<file path="src/rtl/uart_tx_pkg.sv">
// Shared definitions for the UART transmit path: FSM encodings, parity
// selectors and the default frame data width.
package uart_tx_pkg;

    localparam int DEF_DATA_WIDTH = 8;

    localparam logic [2:0] IDLE   = 3'd0;
    localparam logic [2:0] START  = 3'd1;
    localparam logic [2:0] DATA   = 3'd2;
    localparam logic [2:0] PARITY = 3'd3;
    localparam logic [2:0] STOP   = 3'd4;

    localparam logic PAR_EVEN = 1'b0;
    localparam logic PAR_ODD  = 1'b1;

endpackage

</file>
<file path="src/rtl/uart_parity_calc.sv">
// Combinational parity generator; shared between the TX frame controller
// and the future RX checker.
module uart_parity_calc
    import uart_tx_pkg::*;
#(
    parameter int DATA_WIDTH = DEF_DATA_WIDTH
) (
    input  logic [DATA_WIDTH-1:0] i_data,
    input  logic                  i_par_typ,
    output logic                  o_par_bit
);

    assign o_par_bit = (i_par_typ == PAR_ODD) ? ~^i_data : ^i_data;

endmodule

</file>
<file path="src/rtl/uart_tx_ctrl.sv">
// UART transmit frame controller: sequences start, data, optional parity and
// stop bits, steering the external serializer one bit time per clock.
module uart_tx_ctrl
    import uart_tx_pkg::*;
#(
    parameter int DATA_WIDTH = DEF_DATA_WIDTH,
    parameter int STOP_BITS  = 1
) (
    input  logic                  CLK,
    input  logic                  RST,
    input  logic [DATA_WIDTH-1:0] P_DATA,
    input  logic                  Data_Valid,
    input  logic                  PAR_EN,
    input  logic                  PAR_TYP,
    input  logic                  ser_done,
    input  logic                  ser_data,
    output logic                  ser_en,
    output logic                  Busy,
    output logic                  TX_OUT
);

    localparam logic LAST_STOP = 1'(STOP_BITS - 1);

    logic [2:0] r_state;
    logic [2:0] w_next;
    logic       r_stop_cnt;
    logic       r_par_en;
    logic       r_par_bit;
    logic       r_busy;
    logic       r_tx;
    logic       w_tx_d;
    logic       w_accept;
    logic       w_par_bit;

    assign w_accept = Data_Valid && !r_busy && (r_state == IDLE);

    uart_parity_calc #(
        .DATA_WIDTH (DATA_WIDTH)
    ) u_parity (
        .i_data    (P_DATA),
        .i_par_typ (PAR_TYP),
        .o_par_bit (w_par_bit)
    );

    always_ff @(posedge CLK or negedge RST) begin
        if (!RST) begin
            r_state <= IDLE;
        end else begin
            r_state <= w_next;
        end
    end

    // Any unlisted encoding falls back to IDLE.
    always_comb begin
        w_next = IDLE;
        case (r_state)
            IDLE:    w_next = w_accept ? START : IDLE;
            START:   w_next = DATA;
            DATA:    w_next = ser_done ? (r_par_en ? PARITY : STOP) : DATA;
            PARITY:  w_next = STOP;
            STOP:    w_next = (r_stop_cnt == LAST_STOP) ? IDLE : STOP;
            default: w_next = IDLE;
        endcase
    end

    always_comb begin
        ser_en = 1'b0;
        w_tx_d = 1'b1;
        case (r_state)
            START:   w_tx_d = 1'b0;
            DATA: begin
                ser_en = 1'b1;
                w_tx_d = ser_data;
            end
            PARITY:  w_tx_d = r_par_bit;
            default: w_tx_d = 1'b1;
        endcase
    end

    always_ff @(posedge CLK or negedge RST) begin
        if (!RST) begin
            r_stop_cnt <= 1'b0;
            r_par_en   <= 1'b0;
            r_par_bit  <= 1'b0;
            r_busy     <= 1'b0;
            r_tx       <= 1'b1;
        end else begin
            r_stop_cnt <= (r_state == STOP) ? r_stop_cnt + 1'b1 : 1'b0;
            if (w_accept) begin
                r_par_en  <= PAR_EN;
                r_par_bit <= w_par_bit;
            end
            // Busy follows the state being entered so it rises on START and falls on IDLE.
            r_busy <= (w_next != IDLE);
            r_tx   <= w_tx_d;
        end
    end

    assign Busy   = r_busy;
    assign TX_OUT = r_tx;

endmodule
</file>
<file path="config.mk">
export PLATFORM = sky130hd
export DESIGN_NAME = uart_tx_ctrl
export DESIGN_NICKNAME = d
export VERILOG_FILES = /design/src/rtl/uart_tx_pkg.sv /design/src/rtl/uart_parity_calc.sv /design/src/rtl/uart_tx_ctrl.sv
export SDC_FILE = /design/constraint.sdc
export NUM_CORES = 1
export LEC_CHECK = 0
export CAP_MARGIN = 20
export CORE_AREA = 2 2 39 41
export DETAILED_ROUTE_END_ITERATION = 6
export DIE_AREA = 0 0 41 43
export HOLD_SLACK_MARGIN = 0.05
export MAX_ROUTING_LAYER = met4
export PLACE_DENSITY_LB_ADDON = 0.05
export SETUP_SLACK_MARGIN = 0.3
export SLEW_MARGIN = 20
export SYNTH_ARGS = -nofsm -noshare
export SYNTH_HDL_FRONTEND = slang
export SYNTH_SLANG_ARGS = --single-unit
</file>
<file path="constraint.sdc">
create_clock -name CLK -period 1.5 [get_ports CLK]
set_clock_uncertainty 0.05 [all_clocks]
set_input_delay 0.375 -clock CLK [delete_from_list [all_inputs] [get_ports CLK]]
set_output_delay 0.375 -clock CLK [all_outputs]
set_load 0.03 [all_outputs]
</file>
==> summary.md <==
| Metric | Value |
|---|---|
| Drt first-iter violations | 12 |
| Worst hold slack | 351 ps |
| Vias in the first global route | 447 |
| Mapped Area | 409 um2 |
| Final WL | 1110 um |
| CTS Buffer Depth | 2 |
| Multi-input logic area | 277 um2 |
| Wire per inst | 13.1 um |
| Yosys top cell by area | dfrtp_1 |
| I/O Buffers | 17 |
| TritonCTS Buffers | 3 |
| Reg2reg end | r_par_bit |
| Final Hold Viols | 0 |
| Slew Limit Fails | 0 |
| CP startpoint kind | input port |
| Layout cells sized above 1 | 43.5% |
| Placement Setup Slack | -484 ps |
| DP HPWL | 749 um |
| Vias per inst | 4.68 |
| Syn_area_per_cell | 10.5 um2 |
| H-tree levels | 1 |
| RSZ-0062 raised after global routing | yes |
| Insertion delay to the later sink of the worst-skew pair | 260 ps |
| Worst Path Class, Setup | input port to flip-flop |
| Width of the chip | 41 um |
| Max_cap viols | 0 |
| Power density over the cells | 1720 nW/um2 |
| Initial antenna violation count | 0 |
| Worst R2R Path Depth | 5 |
| Max_slew headroom | 74.8% |
| N_diodes | 0 |
| Syn Inst Count | 39 |
| Area growth syn-to-layout | 89.3% |
| Starting density of the core | 29.6% |
| Die ar. | 1760 um2 |
| Post-synth cell types | 18 |
| PnR worst setup slack | 26.5 ps |
| Seq/Total Area, Yosys | 49.2% |
| Worst hold path type | input port to asynchronous set/reset pin |
| Antenna-violating nets left | 0 |
| First-pass GRT wire length | 1790 um |
| DR DRC count | 0 |
| Sequential cell area | 203 um2 |
| Rows | 14 |
| Yosys warnings | 0 |
| Crit path time final | 1470 ps |
| Clock Sinks | 8 |
| Die Ht | 43 um |
| GRT Total Usage | 15.9% |
| Setup crit start | P_DATA[3] |
| Fill cell count | 124 |
| Most area-consuming cells after synthesis | dfrtp_1, xnor2_1, dfstp_2 |
| Final worst path period share | 98.2% |
| Critical Path AT | 1570 ps |
| Worst Tran Pin Value | 376 ps |
| Core area | 1380 um2 |
| CTS tree | done |
| Root Driver | clkbuf_4 |
| Routability-driven placement congestion ratio | 0.709 |
| Via Count | 398 |
| Reg2reg setup slack | 60 ps |
| CTS clk-pin slew, worst paths | 50 ps |
| Iteration count of the initial detailed-routing pass | 4 |
| Required time of the critical path | 1590 ps |
| Grt total ovfl | 0 |
| Status | finished clean |
| Syn nets | 54 |
| Yosys top cell area share | 42.8% |
| Crit. End Element | flip-flop |
| P_leak | 0.000365 uW |
| Crit path max fanout | 1 |
| Maximum VDD drop | 0.781 mV |
| Launching point of the worst reg2reg path | r_state[1] |
| Maximum number of pins on one net before global-route repair | 9 |
| Peak Freq | 679 MHz |
| IO Count | 18 |
| Final #Nets | 85 |
| Final Setup Violations | 0 |
| #FFs+latches synth | 8 |
==> area by class of cell <==
class / instances / area share, %
inverter: 2 / 0.969
timing repair buffer: 26 / 31.2
tap: 16 / 2.58
multi-input combinational: 29 / 35.7
clock buffer: 4 / 3.39
sequential: 8 / 26.2
==> registers in the layout, summed over array words and instances (netlist names) <==
name        flops
Busy            1
TX_OUT          1
r_par_bit       1
r_par_en        1
r_state         3
r_stop_cnt      1
==> how the worst max path moves through the flow <==
stage,endpoint,cells after the start
2_1_floorplan,r_par_bit,4
3_3_place_gp,r_par_bit,5
3_5_place_dp,r_par_bit,5
4_1_cts,ser_en,3
5_1_grt,r_par_bit,5
6_report,r_par_bit,5
==> repair_timing <==
action	in CTS	in global routing
setup endpoints to repair	5	8
setup buffers	5	0
hold buffers	0	0
endpoints found under the hold margin	0	0
pin swaps	5	0
cloned	0	0
gates resized for setup	17	8
==> logic make-up after synthesis <==
kind of cell	share of synthesized area (%)
compound gates	11.0
xor+xnor	18.3
simple gates	16.8
flops	49.2
buf+inv	1.84
mux	2.75
==> cell usage after synthesis (all sizes together) <==
master  instances
a211o           1
a21oi           2
a31o            1
and3            1
dfrtp           7
dfstp           1
inv             2
mux2            1
nand2           5
nand2b          2
nand3           1
nor2            4
o21ai           2
o31ai           1
or3             1
xnor2           5
xnor3           1
xor2            1
==> routing by layer <==
| metal | GRT usage, % | vias to the layer above | share of wire [%] |
|---|---|---|---|
| li1 | - | 190 | - |
| met1 | 16.3 | 193 | 32 |
| met2 | 25.9 | 11 | 59 |
| met3 | 7.85 | 4 | 7.9 |
| met4 | 4.00 | 0 | 1.1 |
| met5 | - | - | 0 |
==> power breakdown <==
group          internal [uW]  total [uW]  switching, uW
Combinational            421         779            358
Sequential               319         375           56.0
Clock                    102         178           76.0
Total                    842        1330            490
==> layout by cell type (no fill, tap or decap), types with 2 or more instances in the layout <==
| cell type | n |
|---|---|
| clkdlybuf4s50_1 | 7 |
| buf_4 | 7 |
| dfrtp_1 | 6 |
| nand2_1 | 5 |
| buf_6 | 5 |
| dlygate4sd2_1 | 4 |
| xnor2_2 | 3 |
| clkbuf_4 | 3 |
| nor2_4 | 2 |
| inv_1 | 2 |
| nor2_1 | 2 |
| o21ai_0 | 2 |
| xnor2_1 | 2 |
==> metrics by stage <==
stage / area (um2) / power, uW / TNS, ps / util [%] / instances
3_3_place_gp: 648 / 932 / -620 / 46.8 / 76
6_report: 774 / 1330 / 0 / 56.0 / 85
5_1_grt: 774 / 1420 / -31.6 / 56.0 / 85
4_1_cts: 732 / 1270 / 0 / 52.9 / 85
3_5_place_dp: 648 / 944 / -634 / 46.8 / 76
2_1_floorplan: 435 / 731 / 0 / - / 39
==> critical path, cell delays in order <==
cell	delay, ps
clkdlybuf4s50_1	520
xor2_2	200
xnor2_2	140
xnor2_1	80
mux2_4	250
No activity file was read; power rests on OpenSTA's default activity.
==> RTL change (config.mk and constraints unchanged) <==
`DEF_DATA_WIDTH`: 8 -> 6.
--- a/src/rtl/uart_tx_pkg.sv
+++ b/src/rtl/uart_tx_pkg.sv
@@ -2,7 +2,7 @@
 // selectors and the default frame data width.
 package uart_tx_pkg;
 
-    localparam int DEF_DATA_WIDTH = 8;
+    localparam int DEF_DATA_WIDTH = 6;
 
     localparam logic [2:0] IDLE   = 3'd0;
     localparam logic [2:0] START  = 3'd1;
Interface: changed (resized P_DATA); port bits go from 18 to 16. The function was not compared with the original's and may differ.
==> RTL change against the original RTL <==
  * Cell count is 13% lower
  * Sequential share of layout area is 5.3 points higher
  * Area after synthesis stayed put
  * Largest power group unchanged
  * Cell area is 16% lower
  * Worst setup slack better by 46 ps
  * Die area stayed put
  * Total power is 13% lower
  * Routed wire length is 19% lower
  * Sequential cell count stayed put
  * Critical path depth is 2 lower
==> RTL change: results (changes against the original RTL) <==
status: "finished, final reports clean"
p_leak_nw: 0.305  # -16%
drt_pass1_iterations: 4  # unchanged
grt_pass1_vias: 335  # -25%
ctsRootBufferMaster: "clkbuf_4"
fin_nets: 72  # -15%
arrival_ps: 1000  # -570 ps
met1_usage: 0.123  # -0.0399
pg_clk_w: 0.000184  # +3%
grtUsageMet2: 0.188  # -0.0719
wl_um: 897  # -19%
min_path_type: "in -> async"
cp_slowest_cell: "dfrtp_1"
grtUsageTotal: 0.124  # -0.0353
grt_max_degree: 10  # +1
portBuffers: 15  # -2
routed-via-count: 349  # -12%
met2_length_um: 445  # -32%
final_layout_size_suffix_gt1_frac: 0.379  # -0.0555
crit_fanout: 2  # +1
tightest_slew_ps: 372  # -4.30 ps
pre_cts_slack_ps: -346  # +139 ps
pg_seq_w: 0.000402  # +7.2%
cpPeakStageDelay_ps: 380  # -140 ps
synthTopCellsByCount: "dfrtp_1, nor2_1, nand2_1"
syn-num-nets: 49  # -9.3%
crit_family: "flip-flops"
dr.first_iter.drc_count: 1  # -11
top_layer: "met4"
met3_length_um: 92  # +4.5%
cts_max_level: 1  # unchanged
regMostFlops: "r_state"
grt_pass1_wl_um: 1350  # -25%
ys_types: 18  # unchanged
ir_drop_v: 0.000636  # -19%
wl_met1_um: 350  # -2.0%
async_flop_share: 1.00  # unchanged
hpwl_um: 671  # -10%
routabilityCongestion: 0.766  # +8.1%
grtUsageMet3: 0.0524  # -0.0262
sw_frac_of_total: 0.365  # -0.00247
synth_area_leaders: "dfrtp_1, xnor3_1, dfstp_2"
## RTL change: area by class of cell
| class | count | area (µm²) |
|---|---|---|
| fillers | 136 | 736 |
| multi-input cells | 25 | 219 |
| flip-flops and latches | 8 | 204 |
| repair buffers | 19 | 171 |
| clock buffers | 4 | 26.3 |
| well taps | 16 | 20.0 |
| inverters | 2 | 7.51 |
## RTL change: path summary, 6_finish.rpt
path	startpoint	to	slack [ps]	depth (start not counted)
worst max-delay path	r_state[0]	ser_en	70	3
worst min register to register	r_stop_cnt	r_stop_cnt	370	1
worst max register to register	r_state[0]	r_par_bit	200	4
min in group CLK	r_stop_cnt	r_stop_cnt	370	1
worst min-delay path	RST	r_par_bit	340	1
max in group asynchronous	RST	TX_OUT	750	1
## RTL change: through the flow
| step | cell area [µm²] | instances | power [W] | util |
|---|---|---|---|---|
| finish | 648 | 74 | 0.00116 | 0.468 |
| global route | 648 | 74 | 0.00123 | 0.468 |
| CTS | 644 | 74 | 0.00115 | 0.466 |
| detailed placement | 588 | 68 | 0.000871 | 0.425 |
| global placement | 588 | 68 | 0.000857 | 0.425 |
| floorplan | 413 | 36 | 0.000686 | - |
## RTL change: what timing repair did
item / CTS / global route
setup buffers: 2 / 0
setup endpoints to repair: 5 / 7
pin swaps: 3 / 3
gates resized for setup: 21 / 9
## RTL change: cell families (layout without fill, tap and decap cells)
family	count (synthesis)	after routing	share of synthesized area
muxes	2	2	0.0550
AOI/OAI and AO/OA	8	8	0.138
DFF	8	8	0.492
and+or+nand+nor	11	11	0.113
buffers and inverters	3	25	0.0306
xor gates and xnor gates	4	4	0.171
## RTL change: worst reg2reg max path, stage by stage, from the launching register on
cell     delay, ps
dfrtp_1        380
buf_4          150
nor2_1         150
nand3_2        140
mux2_4         310
